$ cat src/rtl/tx_dump.sv
// tx_dump: on a rising edge of start_Tx, reads DUMP_WORDS bytes from a
// synchronous DRAM starting at address 0 and sends each one out as an
// 8N1 UART frame (LSB first, idle high). busy covers the whole dump and
// done flags its completion until the next accepted start edge or reset.
module tx_dump #(
    parameter int CLKS_PER_BIT = 16,
    parameter int DUMP_WORDS   = 256,
    parameter int ADDR_W       = 16
) (
    input  logic              clock,
    input  logic              reset,
    input  logic              start_Tx,
    input  logic [7:0]        dram_data,
    output logic [ADDR_W-1:0] dram_addr,
    output logic              tx,
    output logic              busy,
    output logic              done
);

    // Timer needs at least one bit even when a serial bit is a single clock.
    localparam int TW = (CLKS_PER_BIT > 1) ? $clog2(CLKS_PER_BIT) : 1;
    localparam logic [TW-1:0]     TIMER_LAST = TW'(CLKS_PER_BIT - 1);
    localparam logic [ADDR_W-1:0] ADDR_LAST  = ADDR_W'(DUMP_WORDS - 1);

    typedef enum logic [2:0] {
        S_IDLE,
        S_READ,
        S_WAIT,
        S_START,
        S_DATA,
        S_STOP,
        S_DONE
    } state_t;

    state_t            state_q;
    logic              start_q;
    logic [TW-1:0]     timer_q;
    logic [2:0]        bit_idx_q;
    logic [7:0]        shift_q;
    logic [ADDR_W-1:0] addr_q;
    logic              tx_q;
    logic              busy_q;
    logic              done_q;

    logic              start_edge;
    logic              timer_wrap;

    // start_q resets high so a level already present at reset release is
    // never mistaken for a fresh request.
    assign start_edge = start_Tx & ~start_q;
    assign timer_wrap = (timer_q == TIMER_LAST);

    assign dram_addr = addr_q;
    assign tx        = tx_q;
    assign busy      = busy_q;
    assign done      = done_q;

    // Previous-cycle copy of start_Tx for rising-edge detection.
    always_ff @(posedge clock or posedge reset) begin
        if (reset) begin
            start_q <= 1'b1;
        end else begin
            start_q <= start_Tx;
        end
    end

    // Dump sequencer: address generation, bit timing and registered line drive.
    always_ff @(posedge clock or posedge reset) begin
        if (reset) begin
            state_q   <= S_IDLE;
            timer_q   <= '0;
            bit_idx_q <= 3'd0;
            shift_q   <= 8'h00;
            addr_q    <= '0;
            tx_q      <= 1'b1;
            busy_q    <= 1'b0;
            done_q    <= 1'b0;
        end else begin
            case (state_q)
                S_IDLE, S_DONE: begin
                    // Edges arriving in any other state are simply dropped.
                    if (start_edge) begin
                        addr_q  <= '0;
                        busy_q  <= 1'b1;
                        done_q  <= 1'b0;
                        state_q <= S_READ;
                    end
                end
                S_READ: begin
                    // Address has been presented; RAM answers next cycle.
                    state_q <= S_WAIT;
                end
                S_WAIT: begin
                    shift_q <= dram_data;
                    tx_q    <= 1'b0;
                    timer_q <= '0;
                    state_q <= S_START;
                end
                S_START: begin
                    if (timer_wrap) begin
                        timer_q   <= '0;
                        bit_idx_q <= 3'd0;
                        tx_q      <= shift_q[0];
                        state_q   <= S_DATA;
                    end else begin
                        timer_q <= timer_q + TW'(1);
                    end
                end
                S_DATA: begin
                    if (timer_wrap) begin
                        timer_q <= '0;
                        if (bit_idx_q == 3'd7) begin
                            tx_q    <= 1'b1;
                            state_q <= S_STOP;
                        end else begin
                            bit_idx_q <= bit_idx_q + 3'd1;
                            tx_q      <= shift_q[bit_idx_q + 3'd1];
                        end
                    end else begin
                        timer_q <= timer_q + TW'(1);
                    end
                end
                S_STOP: begin
                    if (timer_wrap) begin
                        timer_q <= '0;
                        if (addr_q == ADDR_LAST) begin
                            busy_q  <= 1'b0;
                            done_q  <= 1'b1;
                            state_q <= S_DONE;
                        end else begin
                            addr_q  <= addr_q + ADDR_W'(1);
                            state_q <= S_READ;
                        end
                    end else begin
                        timer_q <= timer_q + TW'(1);
                    end
                end
                default: begin
                    state_q <= S_IDLE;
                    tx_q    <= 1'b1;
                end
            endcase
        end
    end

endmodule

$ cat config.mk
export PLATFORM = sky130hd
export DESIGN_NAME = tx_dump
export DESIGN_NICKNAME = d
export VERILOG_FILES = /design/src/rtl/tx_dump.sv
export SDC_FILE = /design/constraint.sdc
export NUM_CORES = 1
export LEC_CHECK = 0
export CAP_MARGIN = 20
export CORE_MARGIN = 8
export CORE_UTILIZATION = 54
export DETAILED_ROUTE_END_ITERATION = 12
export GPL_TIMING_DRIVEN = 1
export PLACE_DENSITY_LB_ADDON = 0.08
export SLEW_MARGIN = 20
export SYNTH_ARGS = -nofsm -noshare
export SYNTH_HDL_FRONTEND = slang
export SYNTH_SLANG_ARGS = --single-unit
$ cat constraint.sdc
create_clock -name clock -period 2.1 [get_ports clock]
set_clock_uncertainty 0.15 [all_clocks]
set_input_delay 0.42 -clock clock [delete_from_list [all_inputs] [get_ports clock]]
set_output_delay 0.42 -clock clock [all_outputs]
set_load 0.01 [all_outputs]
==> impl_metrics.yaml, run 1 <==
synthesis:
  synth_area_sq_um: 2061
  synth_common_cells: "dfrtp_1, nor2_1, nand3_1, o21ai_0, a21oi_1"
  yosys.area.top_type: "dfrtp_1"
  synth_area_leaders: "dfrtp_1, mux2_2, xor2_1, nand3_1, nor2_1"
  yosys_warnings: 0
  yosys.area.top_type_share_pct: 43.72
  synth_edf_count: 0
  syn_inst: 214
  avgSynthCellArea_sq_um: 9.630
  synth-seq-cells: 38
  yosysMostFrequentCell: "dfrtp_1"
  synth_ff_type: "dfrtp_1"
  ys_types: 40
  async_reset_ff_share_pct: 100.0
  synth_fp_nets: 229
  yosysSeqAreaShare_pct: 46.27
clocking:
  h-tree-depth: 2
  postCtsSetupBuffers: 0
  cts_buffers: 5
  cts_tree: "done"
  holdBufCountCts: 0
  cts.reportedPaths.clkPinSlew_ns: 0.08
  clk_latency_ns: 0.30
  cts.sink_count: 38
  clk_path_buf_depth: 2
  cts_root_buf: "clkbuf_8"
timing:
  fmax_mhz: 515.1
  finalCritPeriodShare_pct: 92.45
  rsz0062_at_grt: "no"
  setup_viol: 0
  min_period_ns: 1.941
  tightestPinTransition_ns: 0.4051
  finalHoldViolations: 0
  slew_headroom_pct: 72.97
  maxSlewViolCount: 0
  worst_slack_ns: 0.1585
setup_path:
  cp_max_fo: 4
  end_kind: "flop"
  cp_num_buf_inv: 0
  worst_r2r_path_depth: 7
  slowest_stage: "dfrtp_1"
  path_depth: 7
  path_cells: "ha_1 > ha_2 > mux2i_1 > nor3b_1 > o31ai_1 > a21oi_1 > o32a_1"
  critPathLaunchType: "flop"
  max_stage_delay_ns: 0.39
  cp_top_family: "adder cells"
  crit_type: "flop to flop"
  cp.required_ns: 2.17
  cp.arrival_ns: 2.01
power:
  power_density_nw_per_um2: 1222
  vdd_drop_max_mv: 0.7365
  p_leak_nw: 1.067
  p_total_mw: 3.216
floorplanning:
  rows: 22
  die_w_microns: 77.78
  dieArea_sq_um: 6049
  start_util_pct: 56.29
  coreArea_sq_um: 3661
  io_pins: 30
  die_h_microns: 77.78
routing:
  viasPerCell: 5.884
  antenna_left: 0
  firstDrtPassIters: 4
  first_iter_violations: 119
  wl_microns: 4695
  wl_per_cell_microns: 15.50
  num_vias: 1783
  remaining_drc_errors: 0
finish:
  diodes: 0
  nets: 269
  fillers: 278
  drive_above_1_share_pct: 16.08
  syn_to_final_growth_pct: 27.75
global_routing:
  grt_max_degree: 39
  grt_pass1_vias: 1817
  grt_overflow: 0
  antenna_found_initial: 0
  grt_pass1_wl_microns: 8045
  grtUsageTotal_pct: 16.19
place:
  dp_hpwl_microns: 3340
  post-place-ws_ns: -0.005837
  portBuffers: 29
  routabilityCongestion: 0.8092
flow_run:
  cap_violations: 0
status:
  outcome: "complete, no violations"
worst_hold_path:
  hold_path.class: "input port to async pin"
[layout make-up]
| class | count | area [sq um] | share of cell area, % |
|---|---|---|---|
| clock buffers | 6 | 82.58 | 3.137 |
| well taps | 48 | 60.06 | 2.281 |
| clock inverters | 2 | 60.06 | 2.281 |
| inverters | 5 | 18.77 | 0.7129 |
| multi-input cells | 161 | 1050 | 39.88 |
| flip-flops and latches | 38 | 953.4 | 36.22 |
| repair buffers | 43 | 407.9 | 15.49 |
[worst paths after layout]
| check | to | from | slack (ns) |
|---|---|---|---|
| worst max-delay path | tx | bit_idx_q[0] | 0.16 |
| worst min-delay path | dram_addr[4] | reset | 0.33 |
| worst max register to register | tx | bit_idx_q[0] | 0.16 |
| worst min register to register | shift_q[5] | shift_q[5] | 0.36 |
| max in group asynchronous | tx | reset | 1.22 |
| min in group clock | shift_q[5] | shift_q[5] | 0.36 |
[power by group]
| part | total [mW] | leakage, nW | switching (mW) | internal [mW] |
|---|---|---|---|---|
| clock network | 0.774 | 0.0714 | 0.267 | 0.507 |
| registers | 1.31 | 0.455 | 0.307 | 1.00 |
| logic | 1.14 | 0.541 | 0.488 | 0.648 |
| total | 3.22 | 1.07 | 1.06 | 2.15 |
[repair_timing]
| item | in CTS | in global routing |
|---|---|---|
| setup endpoints to repair | 0 | 2 |
| endpoints found under the hold margin | 0 | 0 |
| gates resized for setup | 0 | 3 |
[cells by family after synthesis]
logic type | share of synthesized area [%]
AO/OA/AOI/OAI | 12.33
XOR/XNOR | 5.100
adder cells (fa/ha/maj) | 2.429
buffers and inverters | 3.521
flip-flops | 46.27
multiplexers | 8.015
AND/OR/NAND/NOR | 22.34
[metal layers]
layer  vias up  GRT usage (%)  part of all wire, %
li1        858              -                    -
met2        59          28.82                   52
met3         7          4.954                  7.7
met5         -              0                    0
met4         0          6.981                  1.4
met1       859          17.20                   38
[worst min-delay path: cells and delay by family]
family,cells,cell delay [ns]
buf+inv,3,0.73
[state kept, by name (all words and copies together), names as in the netlist]
signal,flops
shift_q,8
busy,1
tx,1
timer_q,4
dram_addr,16
state_q,3
start_q,1
bit_idx_q,3
done,1
[stage by stage]
step           hold WS, ns   TNS (ns)  instances  util, %  cell area, sq um
2_1_floorplan       0.2745          0        214        -              2061
4_1_cts             0.3393          0        303    71.50              2618
6_report            0.3349          0        303    71.91              2633
5_1_grt             0.3418          0        303    71.91              2633
3_3_place_gp        0.3377          0        295    67.60              2475
3_5_place_dp        0.3407  -0.005837        295    67.60              2475
[placed cells by master, fill, tap and decap left out, types with 2 or more instances in the layout]
master | netlist | final
dfrtp_1 | 36 | 36
nor2b_1 | 2 | 2
and4_1 | 2 | 2
dfstp_2 | 2 | 2
nor4_1 | 2 | 2
nand4_1 | 9 | 9
clkbuf_8 | 0 | 6
buf_4 | 2 | 13
a21oi_1 | 15 | 15
mux2i_1 | 3 | 3
xor2_1 | 12 | 12
bufinv_16 | 0 | 2
a211oi_1 | 2 | 2
and3_1 | 7 | 7
ha_1 | 4 | 2
nand2b_1 | 3 | 3
clkdlybuf4s50_1 | 0 | 29
nand3_1 | 17 | 17
o21ai_0 | 16 | 16
nor3_1 | 3 | 3
nor2_1 | 22 | 22
nand2_1 | 14 | 14
inv_1 | 5 | 5
o31ai_1 | 2 | 2
mux2_2 | 10 | 10
Note: power is estimated with default switching activity, not from simulation.
==> run 2, diff against run 1 <==
--- a/config.mk
+++ b/config.mk
@@ -7,7 +7,7 @@
 export LEC_CHECK = 0
 export CAP_MARGIN = 20
 export CORE_MARGIN = 8
-export CORE_UTILIZATION = 54
+export CORE_UTILIZATION = 40
 export DETAILED_ROUTE_END_ITERATION = 12
 export GPL_TIMING_DRIVEN = 1
 export PLACE_DENSITY_LB_ADDON = 0.08
==> run 2 against run 1 <==
Clock power shrank 24%. Worst hold slack gained 0.0074 ns. Via count fell by 4.8%. Critical path depth shrank 1. Flip-flop and latch count did not move. Power shrank 7.1%. First-iteration DRC count shrank 64%. Global-route usage decreased by 3.6 points. Cell count is 8.3% higher. Worst setup slack got worse by 0.068 ns. Non-clock buffer count up 3. Combinational power is essentially flat. Highest routed layer unchanged.
==> impl_metrics.yaml, run 2 (synthesis gave the netlist of run 1 again) <==
place:
  place_inst: 320
  dp_hpwl_microns: 3218
  dpl-instance-area_sq_um: 2525
  routabilityCongestion: 0.7606
  post-place-ws_ns: 0.004072
  portBuffers: 29
global_routing:
  grt_pass1_wl_microns: 7872
  grt_overflow: 0
  grt_pass1_vias: 1665
  grt_max_degree: 39
  grtUsageTotal_pct: 12.56
  antenna_found_initial: 0
timing:
  holdWs_ns: 0.3423
  setup_viol: 0
  slew_headroom_pct: 74.57
  finalHoldViolations: 0
  finalCritPeriodShare_pct: 95.71
  min_period_ns: 2.010
  rsz0062_at_grt: "no"
  tightestPinTransition_ns: 0.3815
  worst_slack_ns: 0.09011
  fmax_mhz: 497.5
  maxSlewViolCount: 0
  finalSetupTns_ns: 0
clocking:
  clk_latency_ns: 0.28
  cts_buffers: 5
  clk_path_buf_depth: 2
  cts.sink_count: 38
  cts.reportedPaths.clkPinSlew_ns: 0.08
  cts_tree: "done"
  holdBufCountCts: 0
  cts_root_buf: "clkbuf_8"
  postCtsSetupBuffers: 0
  cts-resized-gates: 0
  h-tree-depth: 2
routing:
  firstDrtPassIters: 4
  num_vias: 1698
  antenna_left: 0
  viasPerCell: 5.177
  remaining_drc_errors: 0
  wl_per_cell_microns: 13.53
  wl_microns: 4439
  first_iter_violations: 43
floorplanning:
  rows: 26
  start_util_pct: 40.87
  dieArea_sq_um: 7704
  die_h_microns: 87.78
  coreArea_sq_um: 5042
  io_pins: 30
  die_w_microns: 87.78
setup_path:
  cp_top_family: "simple AND/OR/NAND/NOR gates"
  path_cells: "ha_1 > nand3_4 > or3_1 > o31ai_1 > a21oi_1 > o32a_1"
  cp_num_buf_inv: 0
  cp.required_ns: 2.16
  max_stage_delay_ns: 0.42
  end_kind: "flop"
  critPathLaunchType: "flop"
  slowest_stage: "dfrtp_1"
  crit_type: "flop to flop"
  cp.arrival_ns: 2.07
  cp_max_fo: 10
finish:
  final_common_cell: "dfrtp_1"
  post-route-util_pct: 52.26
  stdcell_count: 328
  final_cell_mix: "dfrtp_1, clkdlybuf4s50_1, nor2_1"
  syn_to_final_growth_pct: 27.87
  drive_above_1_share_pct: 16.28
  diodes: 0
  fillers: 487
  nets: 272
  largest_reg_flops: 16
  postLayoutCellArea_sq_um: 2635
power:
  p_total_mw: 2.987
  power.share.combinational_pct: 37.1
  swShare_pct: 33.74
  power.switching_mw: 1.008
  power_frac_seq_pct: 43.4
  power_density_nw_per_um2: 1134
  p_leak_nw: 1.074
  p_int_mw: 1.979
  p_clk_share_pct: 19.6
  vdd_drop_max_mv: 0.5476
worst_hold_path:
  hold_path.class: "input port to async pin"
flow_run:
  cap_violations: 0
status:
  outcome: "complete, no violations"
run 2: power groups by stage:
stage	clock (mW)	sequential (mW)	combinational, mW
finish	0.585	1.30	1.11
global route	0.626	1.35	1.23
detailed placement	0	1.31	1.12
floorplan	0	1.31	0.590
CTS	0.599	1.30	1.13
global placement	0	1.31	1.11
run 2: metal layers:
layer  share of wire (%)  track usage, %  routed length, microns
met5                   0               0                       0
met4                0.41           2.813                      18
met3                 5.0           3.002                     223
met2                  46           20.11                    2028
met1                  49           16.59                    2169
run 2: layout make-up:
type	count	area, sq um	share of cell area (%)
Multi-Input combinational cell	161	1035	39.27
Sequential cell	38	953.4	36.18
Timing Repair Buffer	46	430.4	16.33
Clock buffer	8	110.1	4.179
Tap cell	70	87.58	3.324
Inverter	5	18.77	0.7122
run 2: worst register-to-register path, stage by stage, from the launching register on:
cell and delay (ns):
dfrtp_1 0.42, ha_1 0.32, nand3_4 0.17, or3_1 0.36, o31ai_1 0.24, a21oi_1 0.10
o32a_1 0.18
run 2: worst paths after layout:
check,start,to,slack [ns],cells past startpoint
max in group asynchronous,reset,tx,1.20,3
hold / removal,reset,shift_q[1],0.34,3
setup / recovery,timer_q[1],tx,0.09,6
setup reg to reg,timer_q[1],tx,0.09,6
hold reg to reg,shift_q[3],shift_q[3],0.36,1
min in group clock,shift_q[3],shift_q[3],0.36,1
